## src/rtl/ps2_host_tx.sv

```systemverilog
// ps2_host_tx: PS/2 host-to-device command transmitter (inhibit, request-to-send, 11-bit frame, ACK check)
// Ports:
//   clk, rst          system clock; synchronous active-low reset
//   tx_data, tx_start command byte and one-cycle request (dropped while busy)
//   ps2_clk_in/_data_in  raw pin values (asynchronous)
//   ps2_clk_oe/_data_oe  1 = pull the line low, 0 = release
//   busy, tx_done, tx_err  status; done/err pulse for one cycle at the end of a transfer
module ps2_host_tx #(
  parameter int INHIBIT_CYCLES = 12000,
  parameter int TIMEOUT_CYCLES = 200000
) (
  input  logic       clk,
  input  logic       rst,
  input  logic [7:0] tx_data,
  input  logic       tx_start,
  input  logic       ps2_clk_in,
  input  logic       ps2_data_in,
  output logic       ps2_clk_oe,
  output logic       ps2_data_oe,
  output logic       busy,
  output logic       tx_done,
  output logic       tx_err
);
  localparam int MAXC = INHIBIT_CYCLES > TIMEOUT_CYCLES ? INHIBIT_CYCLES : TIMEOUT_CYCLES;
  localparam int CW = $clog2(MAXC + 1);
  localparam logic [CW-1:0] INH_LAST = CW'(INHIBIT_CYCLES - 1);
  localparam logic [CW-1:0] TO_LAST = CW'(TIMEOUT_CYCLES - 1);
  typedef enum logic [2:0] {IDLE, INHIBIT, RTS, SEND, WAIT_IDLE} state_t;
  state_t state_q, state_d;
  logic [9:0] shreg_q, shreg_d;
  logic [3:0] bitcnt_q, bitcnt_d;
  logic [CW-1:0] cnt_q, cnt_d;
  logic ack_q, ack_d;
  logic clk_oe_q, clk_oe_d;
  logic data_oe_q, data_oe_d;
  logic busy_q, busy_d;
  logic done_q, done_d;
  logic err_q, err_d;
  logic [2:0] clk_sync_q;
  logic [1:0] data_sync_q;
  logic fall, start_ok, lines_idle;
  // [1] is the synchronized value, [2] the extra edge-detect stage
  assign fall = clk_sync_q[2] & ~clk_sync_q[1];
  assign lines_idle = clk_sync_q[1] & data_sync_q[1];
  // busy_q is still high in the tx_done cycle, so a start there is dropped
  assign start_ok = tx_start & ~busy_q;
  always_comb begin
    state_d = state_q;
    shreg_d = shreg_q;
    bitcnt_d = bitcnt_q;
    cnt_d = cnt_q;
    ack_d = ack_q;
    clk_oe_d = clk_oe_q;
    data_oe_d = data_oe_q;
    busy_d = busy_q;
    done_d = 1'b0;
    err_d = 1'b0;
    case (state_q)
      IDLE: begin
        clk_oe_d = start_ok;
        data_oe_d = 1'b0;
        busy_d = start_ok;
        if (start_ok) begin
          state_d = INHIBIT;
          shreg_d = {1'b1, ~^tx_data, tx_data};
          bitcnt_d = '0;
          cnt_d = '0;
          ack_d = 1'b0;
        end
      end
      INHIBIT: begin
        cnt_d = cnt_q == INH_LAST ? '0 : cnt_q + CW'(1);
        if (cnt_q == INH_LAST) begin
          state_d = RTS;
          data_oe_d = 1'b1;
        end
      end
      RTS: begin
        state_d = SEND;
        clk_oe_d = 1'b0;
        // the timeout count includes the RTS cycle itself
        cnt_d = CW'(1);
      end
      SEND, WAIT_IDLE: begin
        if (cnt_q == TO_LAST) begin
          state_d = IDLE;
          clk_oe_d = 1'b0;
          data_oe_d = 1'b0;
          done_d = 1'b1;
          err_d = 1'b1;
        end else begin
          cnt_d = cnt_q + CW'(1);
          if (state_q == SEND && fall) begin
            bitcnt_d = bitcnt_q + 4'd1;
            if (bitcnt_q == 4'd10) begin
              ack_d = ~data_sync_q[1];
              data_oe_d = 1'b0;
              state_d = WAIT_IDLE;
            end else begin
              data_oe_d = ~shreg_q[bitcnt_q];
            end
          end else if (state_q == WAIT_IDLE && lines_idle) begin
            state_d = IDLE;
            done_d = 1'b1;
            err_d = ~ack_q;
          end
        end
      end
      default: state_d = IDLE;
    endcase
  end
  always_ff @(posedge clk) begin
    if (!rst) begin
      state_q <= IDLE;
      shreg_q <= '0;
      bitcnt_q <= '0;
      cnt_q <= '0;
      ack_q <= 1'b0;
      clk_oe_q <= 1'b0;
      data_oe_q <= 1'b0;
      busy_q <= 1'b0;
      done_q <= 1'b0;
      err_q <= 1'b0;
      clk_sync_q <= '1;
      data_sync_q <= '1;
    end else begin
      state_q <= state_d;
      shreg_q <= shreg_d;
      bitcnt_q <= bitcnt_d;
      cnt_q <= cnt_d;
      ack_q <= ack_d;
      clk_oe_q <= clk_oe_d;
      data_oe_q <= data_oe_d;
      busy_q <= busy_d;
      done_q <= done_d;
      err_q <= err_d;
      clk_sync_q <= {clk_sync_q[1:0], ps2_clk_in};
      data_sync_q <= {data_sync_q[0], ps2_data_in};
    end
  end
  assign ps2_clk_oe = clk_oe_q;
  assign ps2_data_oe = data_oe_q;
  assign busy = busy_q;
  assign tx_done = done_q;
  assign tx_err = err_q;
endmodule

```

## config.mk

```make
export PLATFORM = sky130hd
export DESIGN_NAME = ps2_host_tx
export DESIGN_NICKNAME = d
export VERILOG_FILES = /design/src/rtl/ps2_host_tx.sv
export SDC_FILE = /design/constraint.sdc
export NUM_CORES = 1
export LEC_CHECK = 0
export ABC_AREA = 0
export BUFFER_PORTS_ARGS = -buffer_cell sky130_fd_sc_hd__buf_4
export CAP_MARGIN = 15
export CORE_MARGIN = 2
export CORE_UTILIZATION = 40
export DETAILED_ROUTE_END_ITERATION = 7
export GPL_ROUTABILITY_DRIVEN = 1
export GPL_TIMING_DRIVEN = 0
export RECOVER_POWER = 50
export SETUP_SLACK_MARGIN = 0.2
export SYNTH_ARGS = -nofsm -noshare
export SYNTH_HDL_FRONTEND = slang
export SYNTH_SLANG_ARGS = --single-unit
export TNS_END_PERCENT = 5
```

## constraint.sdc

```tcl
create_clock -name clk -period 3.4 [get_ports clk]
set_clock_uncertainty 0.05 [all_clocks]
set_input_delay 0.85 -clock clk [delete_from_list [all_inputs] [get_ports clk]]
set_output_delay 0.85 -clock clk [all_outputs]
set_load 0.02 [all_outputs]
```

# Word-level counts from Yosys, hierarchy flattened
# Index checks and enable logic that the tools add are counted.
dict set report word_totals {
  word_cells 91
  out_inout_bits 5
  reg_bits 46
}
dict set report op_classes {
  eq_ne 16
  bitwise 8
  reduce_logical 17
  n_addsub 2
  mux 35
  n_lt_le_gt_ge 1
}
# cell n
set op_table {}
lappend op_table {{18-bit case mux with 4 select lines} 1}
lappend op_table {{18-bit 2-to-1 mux} 3}
lappend op_table {{18-bit by 1-bit adder with 18-bit output (second input constant)} 1}
lappend op_table {{18-bit by 14-bit == test with 1-bit output (second input constant)} 1}
lappend op_table {{18-bit == test (second input constant)} 1}
lappend op_table {{3-bit 2-to-1 mux} 6}
lappend op_table {{1-bit 2-to-1 mux} 16}
lappend op_table {{4-bit 2-to-1 mux} 3}
lappend op_table {{2-bit inequality test (second input constant)} 6}
lappend op_table {{3-bit case mux with 4 select lines} 1}
lappend op_table {{4-bit inequality test (second input constant)} 2}
lappend op_table {{4-bit case mux with 2 select lines} 1}
lappend op_table {{4-bit AND reduction} 2}
lappend op_table {{8-bit XNOR reduction} 1}
lappend op_table {{3-bit by 2-bit == test with 1-bit output (second input constant)} 2}
lappend op_table {{1-bit case mux with 3 select lines} 2}
lappend op_table {{2-bit AND reduction} 3}
lappend op_table {{3-bit AND reduction} 2}
lappend op_table {{3-bit nonzero test} 2}
lappend op_table {{4-bit by 5-bit less-than comparator with 1-bit output (second input constant)} 1}
lappend op_table {{1-bit inverter} 5}
lappend op_table {{5-bit AND reduction} 1}
lappend op_table {{4-bit by 1-bit adder with 4-bit output (second input constant)} 1}
lappend op_table {{1-bit binary-select mux with 4-bit select} 1}
lappend op_table {{other kinds (11)} 14}

# Depth between registers and ports, before layout
# Gate-level depths: netlist of run 1.
dict set report logic_depth {
  word_depth 7
  mapped_depth 9
  ltp_nobuf 8
}

# Worst setup path after synthesis of run 1
# Ideal clock, no wire load.
dict set report synth_timing {
  path_kind {input-to-reg}
  startpoint {input tx_start}
  endpoint {register cnt_q[3]}
  setup_time_ns 0.062
  stages 7
  setup_slack_ns 0.885
  n_path_buf 1
  t_arrival_ns 2.403
  path_cell_list {nor2b_1 > o21ai_0 > a31oi_1 > o211ai_1 > clkbuf_2 > or3_1 > nand3_1}
}
dict set report synth_via {
  elab_chain_cells 3
}
# element line
set synth_lines {}
lappend synth_lines {{from (decl)} 15} ;# input logic tx_start,
lappend synth_lines {{1-bit bitwise AND} 46} ;# assign start_ok = tx_start & ~busy_q;
lappend synth_lines {{2-bit inequality test (no source line)} -}
lappend synth_lines {{3-bit AND reduction (no source line)} -}
lappend synth_lines {{to (signal assigned)} 130} ;# cnt_q <= cnt_d;
lappend synth_lines {{to (decl)} 32} ;# logic [CW-1:0] cnt_q, cnt_d;
# No other way between the ends.
# A chain may end at the register's enable or synchronous reset.

# Final worst setup path of run 1
dict set report layout_timing {
  startpoint {input tx_start}
  endpoint {register cnt_q[9]}
}
# Same word-level chain as after synthesis.

==> results of run 1 <==
==> power groups by stage <==
stage | Sequential [mW] | Combinational, mW | Clock, mW
2_1_floorplan | 0.577 | 0.0982 | 0
3_3_place_gp | 0.577 | 0.140 | 0
3_5_place_dp | 0.577 | 0.140 | 0
4_1_cts | 0.564 | 0.141 | 0.348
5_1_grt | 0.566 | 0.149 | 0.367
6_report | 0.564 | 0.135 | 0.335
==> layer usage <==
layer	wire length (um)	global-route usage (%)	vias to the layer above
li1	-	-	1090
met1	2630	22.8	963
met2	2440	28.3	39
met3	195	3.26	7
met4	89	6.23	0
met5	0	0	-
==> logic make-up (layout without fill, tap and decap cells) <==
logic type / after synthesis / in the layout
xor gates and xnor gates: 11 / 11
buffers and inverters: 21 / 45
adders and majority gates: 3 / 3
and+or+nand+nor: 144 / 144
muxes: 6 / 6
DFF: 46 / 46
AOI/OAI and AO/OA: 62 / 62
==> cell type report <==
type                    instances  area, um^2  area share [%]
plain buffers                  16         118            4.30
clock inverters                 2        13.8           0.503
clock buffers                   6        72.6            2.65
repair buffers                 16         101            3.71
inverters                       5        18.8           0.686
flip-flops and latches         46         921            33.7
well taps                      75        93.8            3.43
multi-input cells             226        1400            51.1
==> how the worst max path moves through the flow <==
stage / start / to / slack (ps) / depth (start not counted)
after global placement: tx_start / cnt_q[7] / 250 / 8
after CTS: cnt_q[0] / cnt_q[6] / 550 / 9
after detailed placement: tx_start / cnt_q[3] / 260 / 8
final: tx_start / cnt_q[9] / 510 / 8
after global routing: tx_start / cnt_q[9] / 340 / 8
after floorplan: tx_start / cnt_q[3] / 890 / 7
==> through the flow <==
step / area, um^2 / utilization (%) / hold slack (ps) / total power, mW / worst slack [ps]
floorplan: 2470 / - / 336 / 0.675 / 885
global placement: 2680 / 45.0 / 339 / 0.717 / 249
detailed placement: 2680 / 45.0 / 346 / 0.717 / 256
CTS: 2770 / 46.5 / 369 / 1.05 / 554
global route: 2740 / 45.9 / 375 / 1.08 / 340
finish: 2740 / 45.9 / 365 / 1.03 / 515
==> flip-flops by register name, summed over array words and instances, names as in the netlist <==
name / count
ack_q: 1
bitcnt_q: 4
busy: 1
clk_sync_q: 3
cnt_q: 18
data_sync_q: 2
ps2_clk_oe: 1
ps2_data_oe: 1
shreg_q: 10
state_q: 3
tx_done: 1
tx_err: 1
==> layout by cell type (no fill, tap or decap), types with 8 or more instances in the layout <==
| cell type | n |
|---|---|
| buf_4 | 11 |
| a21oi_1 | 13 |
| nand4_1 | 8 |
| a21boi_0 | 14 |
| nand3_1 | 25 |
| nand2_1 | 48 |
| clkbuf_1 | 15 |
| dfxtp_1 | 46 |
| nor2_1 | 13 |
| o21ai_0 | 13 |
| or3_1 | 12 |
==> cell usage after synthesis (3+ instances only) <==
cell type and n:
a21boi_0 14, a21oi_1 12, a31oi_1 6, and2_1 3, and3_2 3, clkbuf_1 8
dfxtp_1 46, ha_1 3, inv_1 5, mux2i_1 4, nand2_1 48, nand2b_1 6
nand3_1 25, nand4_1 8, nor2_1 13, nor2b_1 3, nor3_1 3, nor3b_1 4
o211ai_1 3, o21ai_0 13, or2_2 3, or3_1 12, xnor2_1 6, xor2_1 5
==> run summary, run 1 <==
Status -> completed
Vias -> 2099
Drt first pass iters -> 4
Worst r2r src -> cnt_q[0]
Starting DRT DRC Count -> 77
Dpl cells -> 384
Hold Crit Class -> reg2reg
DR DRC count -> 0
Largest net degree at the start of global routing -> 15
Combinational share of power -> 13.1%
Simple logic cell fraction of the synthesized area -> 31.0%
Compound-Gate Fraction of Synth Area -> 16.8%
Switching portion of total power -> 26.4%
Gate count after technology mapping -> 293
Adder-cell share of the synthesized area -> 1.52%
Worst R2R Setup Slack -> 550 ps
Max Freq -> 0.347 GHz
Count of different cell masters after synthesis -> 54
TritonCTS Buffers -> 5
Nets -> 332
Clock Power Share -> 32.4%
Final Hold Viols -> 0
Synth top area share -> 37.3%
H-tree levels -> 2
Post-Layout Cell Count -> 392
Layout cell share with drive strength beyond 1 -> 12.3%
Worst Path Arrival -> 3080 ps
Kind of critical path -> in2reg
Most used DFF post-synth -> dfxtp_1
Final period util -> 84.9%
Post-Synth XOR/XNOR Area -> 3.90%
R2r endpoint -> cnt_q[9]
Max-slew violation count -> 0
Critical-path top delay cell -> a31oi_1
Critical path buffer and inverter count -> 2
Postcts setup bufs -> 0
Core box area -> 5960 um^2
Top post-synthesis cells by area -> dfxtp_1 (37%), nand2_1 (7.3%), nand3_1 (5.1%), a21boi_0 (4.3%), or3_1 (3.0%)
DIE AREA -> 6810 um^2
Overflow after GRT -> 0
WP data required -> 3590 ps
P&R area growth vs syn -> 10.9%
All-Layer GR Usage -> 17.3%
N_diodes -> 0
Asr flop ratio synth -> 0%
Peak supply drop -> 0.000208 V
Die Ht -> 82.5 um
Worst hold stages -> 1
CTS resizes -> 0
Placer Congestion -> 0.851
Vias per cell -> 5.35
Reg power frac -> 54.5%
CP Cell Sequence -> clkbuf_4, nor2b_1, o21ai_0, a31oi_1, o211ai_1, clkbuf_2, or3_1, nand3_1
Starting Density -> 41.4%
Total nets after synthesis -> 309
RSZ-0062 raised after global routing -> no
Clk root buf -> clkbuf_8
PortBufs -> 16
Crit-path max FO -> 10
Max incr delay on CP -> 520 ps
Worst Tran Pin Value -> 656 ps
FF+latch count, synth -> 46
Leakage power total -> 0.997 nW
CTS sink cnt -> 46
Synth area leader -> dfxtp_1
Drt total wl -> 5.35 mm
Register area share after synthesis -> 37.3%
Later-pin clock latency in the skew report -> 300 ps
Final Setup Violations -> 0
Crit. End Element -> flip-flop
EDFF count, synth -> 0
Die Wd -> 82.5 um
# fillers -> 624
Relative slew slack -> 56.3%
Worst R2R Path Depth -> 9
FP Rows -> 28
Yosys warnings -> 0
P_sw -> 0.273 mW
Cell area after synthesis -> 2470 um^2
Power per cell area -> 378 nW/um^2
Clock Path Buffers -> 2
Sum Neg Setup Slack -> 0 ps
Multiplexer share of the synthesized area -> 3.45%
CP Launch Type -> primary input
Hold_sp -> data_sync_q[0]
Max-cap violations -> 0
IO Count -> 18
Hold Path End -> data_sync_q[1]
CTS Hold Buffers Added -> 0
Cell Int Power -> 0.762 mW
Antenna violations before repair -> 0
Vias in the first global route -> 1911
First-pass GRT wire length -> 9.07 mm
TritonCTS clock tree -> done
Post-route antenna net violation count -> 0
Post-DP HPWL -> 3.87 mm
Minimum clock period -> 2890 ps
Routed length per placed instance -> 13.6 um
Main combinational cell family by area after synthesis -> simple AND/OR/NAND/NOR gates
Mean post-synth cell area -> 8.42 um^2
CTS clk-pin slew, worst paths -> 90 ps
Cell family with most CP delay -> compound AO/OA/AOI/OAI gates
Note: power is estimated with default switching activity, not from simulation.
==> run 2: changes to the inputs <==
--- a/config.mk
+++ b/config.mk
@@ -5,7 +5,7 @@
 export SDC_FILE = /design/constraint.sdc
 export NUM_CORES = 1
 export LEC_CHECK = 0
-export ABC_AREA = 0
+export ABC_AREA = 1
 export BUFFER_PORTS_ARGS = -buffer_cell sky130_fd_sc_hd__buf_4
 export CAP_MARGIN = 15
 export CORE_MARGIN = 2
==> constraint.sdc (replaced) <==
create_clock -name clk -period 2.34 [get_ports clk]
set_clock_uncertainty 0.05 [all_clocks]
set_input_delay 0.585 -clock clk [delete_from_list [all_inputs] [get_ports clk]]
set_output_delay 0.585 -clock clk [all_outputs]
set_load 0.02 [all_outputs]
==> run 2 against run 1 <==
  * Utilization down 1.0 points
  * Critical endpoint is now bitcnt_q[0]
  * Routed wire length is 26% higher
  * Setup slack worse by 250 ps
  * Flip-flop and latch count is the same
  * Synthesized cell count grew 44%
==> run summary, run 2 <==
Clk root buf -> clkbuf_8
Fin util -> 44.9% (-1.0 points)
Worst Tran Pin Value -> 626 ps (-30.1 ps)
TritonCTS Buffers -> 5 (unchanged)
Final WS setup -> 266 ps (-249 ps)
Top reg by flops -> cnt_q
Cell area after placement -> 2980 um^2 (+11%)
Pre-CTS WS -> 342 ps (+86.0 ps)
Most common cell after layout, fill and taps aside -> nand2_1
Mean post-synth cell area -> 6.53 um^2 (-22%)
Critical-path top delay cell -> dfxtp_1
CP Launch Type -> flip-flop
Core box area -> 6720 um^2 (+13%)
Antenna violations before repair -> 0 (unchanged)
Starting DRT DRC Count -> 99 (+29%)
All-Layer GR Usage -> 19.6% (+2.2 points)
Hold Crit Class -> reg2reg
FF+latch count, synth -> 46 (unchanged)
Worst R2R Path Depth -> 9 (unchanged)
Worst Path Arrival -> 2260 ps (-820 ps)
Vias in the first global route -> 2564 (+34%)
Final Setup Violations -> 0 (unchanged)
Count of different cell masters after synthesis -> 35 (-35%)
Hold_sp -> data_sync_q[0]
Hold Path End -> data_sync_q[1]
Status -> completed
Worst R2R Setup Slack -> 270 ps (-280 ps)
IO Count -> 18 (unchanged)
FP Rows -> 30 (+7.1%)
Relative slew slack -> 58.3% (+2.0 points)
Most used DFF post-synth -> dfxtp_1
Clock Path Buffers -> 2 (unchanged)
Drt first pass iters -> 4 (unchanged)
CP Cell Sequence -> ha_1, nand3_1, nor2_1, nand3_1, nand2_2, nand2_2, nand2_1, nand2_1, o21ai_1
Total nets after synthesis -> 438 (+42%)
Layout cell share with drive strength beyond 1 -> 12.6% (+0.25 points)
Largest net degree at the start of global routing -> 15 (unchanged)
Cell area after synthesis -> 2760 um^2 (+12%)
Crit. End Element -> flip-flop
Max Freq -> 0.482 GHz
Drt total wl -> 6.76 mm (+26%)
CTS clk-pin slew, worst paths -> 90 ps (about the same)
Final period util -> 88.6%
Starting Density -> 41.0% (-0.42 points)
PortBufs -> 16 (unchanged)
Routed length per placed instance -> 12.8 um (-5.9%)
DR DRC count -> 0 (unchanged)
Hold WS -> 368 ps (+2.27 ps)
RSZ-0062 raised after global routing -> no
Synth top area share -> 33.4% (-3.9 points)
Max reg flops -> 18 (unchanged)
Worst r2r src -> cnt_q[0]
Placer Congestion -> 0.905 (+6.4%)
Synth area leader -> dfxtp_1
Power per cell area -> 935 nW/um^2 (+150%)
Gate count after technology mapping -> 422 (+44%)
Yosys warnings -> 0 (unchanged)
Vias -> 2623 (+25%)
H-tree levels -> 2 (unchanged)
Commonest cells in the netlist -> nand2_1 (95), nor2_1 (67), dfxtp_1 (46), inv_1 (41), nand3_1 (27)
EDFF count, synth -> 0 (unchanged)
Register area share after synthesis -> 33.4% (-3.9 points)
Minimum clock period -> 2070 ps
Later-pin clock latency in the skew report -> 300 ps (about the same)
TritonCTS clock tree -> done
CTS Hold Buffers Added -> 0 (unchanged)
Post-route antenna net violation count -> 0 (unchanged)
Asr flop ratio synth -> 0% (unchanged)
WP data required -> 2530 ps (-1060 ps)
Max-cap violations -> 0 (unchanged)
Highest-count cells in the layout ignoring fill and taps -> nand2_1 (94), nor2_1 (70), dfxtp_1 (46), inv_1 (43), nand3_1 (29)
Crit-path max FO -> 6 (-4)
Nets -> 461 (+39%)
Kind of critical path -> reg2reg
Post-DP HPWL -> 5.00 mm (+29%)
Worst hold stages -> 1 (unchanged)
Post-route cell area -> 3020 um^2 (+10%)
Max incr delay on CP -> 360 ps (-160 ps)
Leakage power total -> 1.25 nW (+26%)
Die Wd -> 87.0 um (+5.4%)
Top post-synthesis cells by area -> dfxtp_1 (33%), nand2_1 (13%), nor2_1 (9.1%), inv_1 (5.6%), nand3_1 (4.9%)
Vias per cell -> 4.99 (-6.9%)
Sum Neg Setup Slack -> 0 ps (unchanged)
Post-Layout Cell Count -> 526 (+34%)
Dpl cells -> 518 (+35%)
Largest regs -> cnt_q (18), shreg_q (10), bitcnt_q (4)
R2r endpoint -> bitcnt_q[0]
Total chip power -> 2.82 mW (+170%)
DIE AREA -> 7570 um^2 (+11%)
P&R area growth vs syn -> 9.45%
Final Hold Viols -> 0 (unchanged)
N_diodes -> 0 (unchanged)
First-pass GRT wire length -> 11.7 mm (+30%)
Die Ht -> 87.0 um (+5.4%)
CTS sink cnt -> 46 (unchanged)
Peak supply drop -> 0.000485 V (+130%)
Max-slew violation count -> 0 (unchanged)
Overflow after GRT -> 0 (unchanged)
Most numerous cell in the Yosys netlist -> nand2_1
-- run 2: layout make-up --
type                    count  area (um^2)
multi-input cells         312         1540
flip-flops and latches     46          921
inverters                  50          188
repair buffers             16          101
clock inverters             2         13.8
plain buffers              14         81.3
clock buffers               6         72.6
fillers                   721         3700
well taps                  80          100
-- run 2: power breakdown --
group	leakage, nW	internal [mW]	switching [mW]
Clock	0.0452	0.212	0.285
Sequential	0.375	0.910	0.0772
Combinational	0.831	0.421	0.915
-- run 2: what timing repair did --
action                                  in CTS  in global routing
resized for setup                            0                  1
endpoints found under the setup margin       0                  6
buffers inserted                             0                  0
-- run 2: cells by family (layout without fill, tap and decap cells) --
family,Yosys count,count (layout),share of synthesized area [%]
xor gates and xnor gates,12,12,3.81
AOI/OAI and AO/OA,63,63,12.9
buffers and inverters,64,88,9.76
DFF,46,46,33.4
adders and majority gates,3,3,1.36
and+or+nand+nor,234,234,38.7
-- run 2: routing by layer --
layer | track usage [%] | wire length (um) | vias to the layer above
met1 | 25.5 | 3310 | 1180
met2 | 33.8 | 3170 | 40
met3 | 2.84 | 177 | 10
met4 | 4.83 | 97 | 0
met5 | 0 | 0 | -
li1 | - | - | 1393
-- run 2: critical path: cells and delay by family, from the launching register on --
kind / cells / cell delay [ps]
flops: 1 / 360
simple gates: 7 / 1240
fa+ha+maj: 1 / 220
compound gates: 1 / 150
-- run 2: worst max path at each step --
stage                   to      from  cells after the start  slack, ps
5_1_grt        bitcnt_q[0]  cnt_q[0]                      9        120
3_3_place_gp     cnt_q[13]  cnt_q[0]                     12        350
6_report       bitcnt_q[0]  cnt_q[0]                      9        270
3_5_place_dp     cnt_q[13]  cnt_q[0]                     12        340
2_1_floorplan   shreg_q[5]  tx_start                      8        770
4_1_cts          cnt_q[13]  cnt_q[0]                     12        330
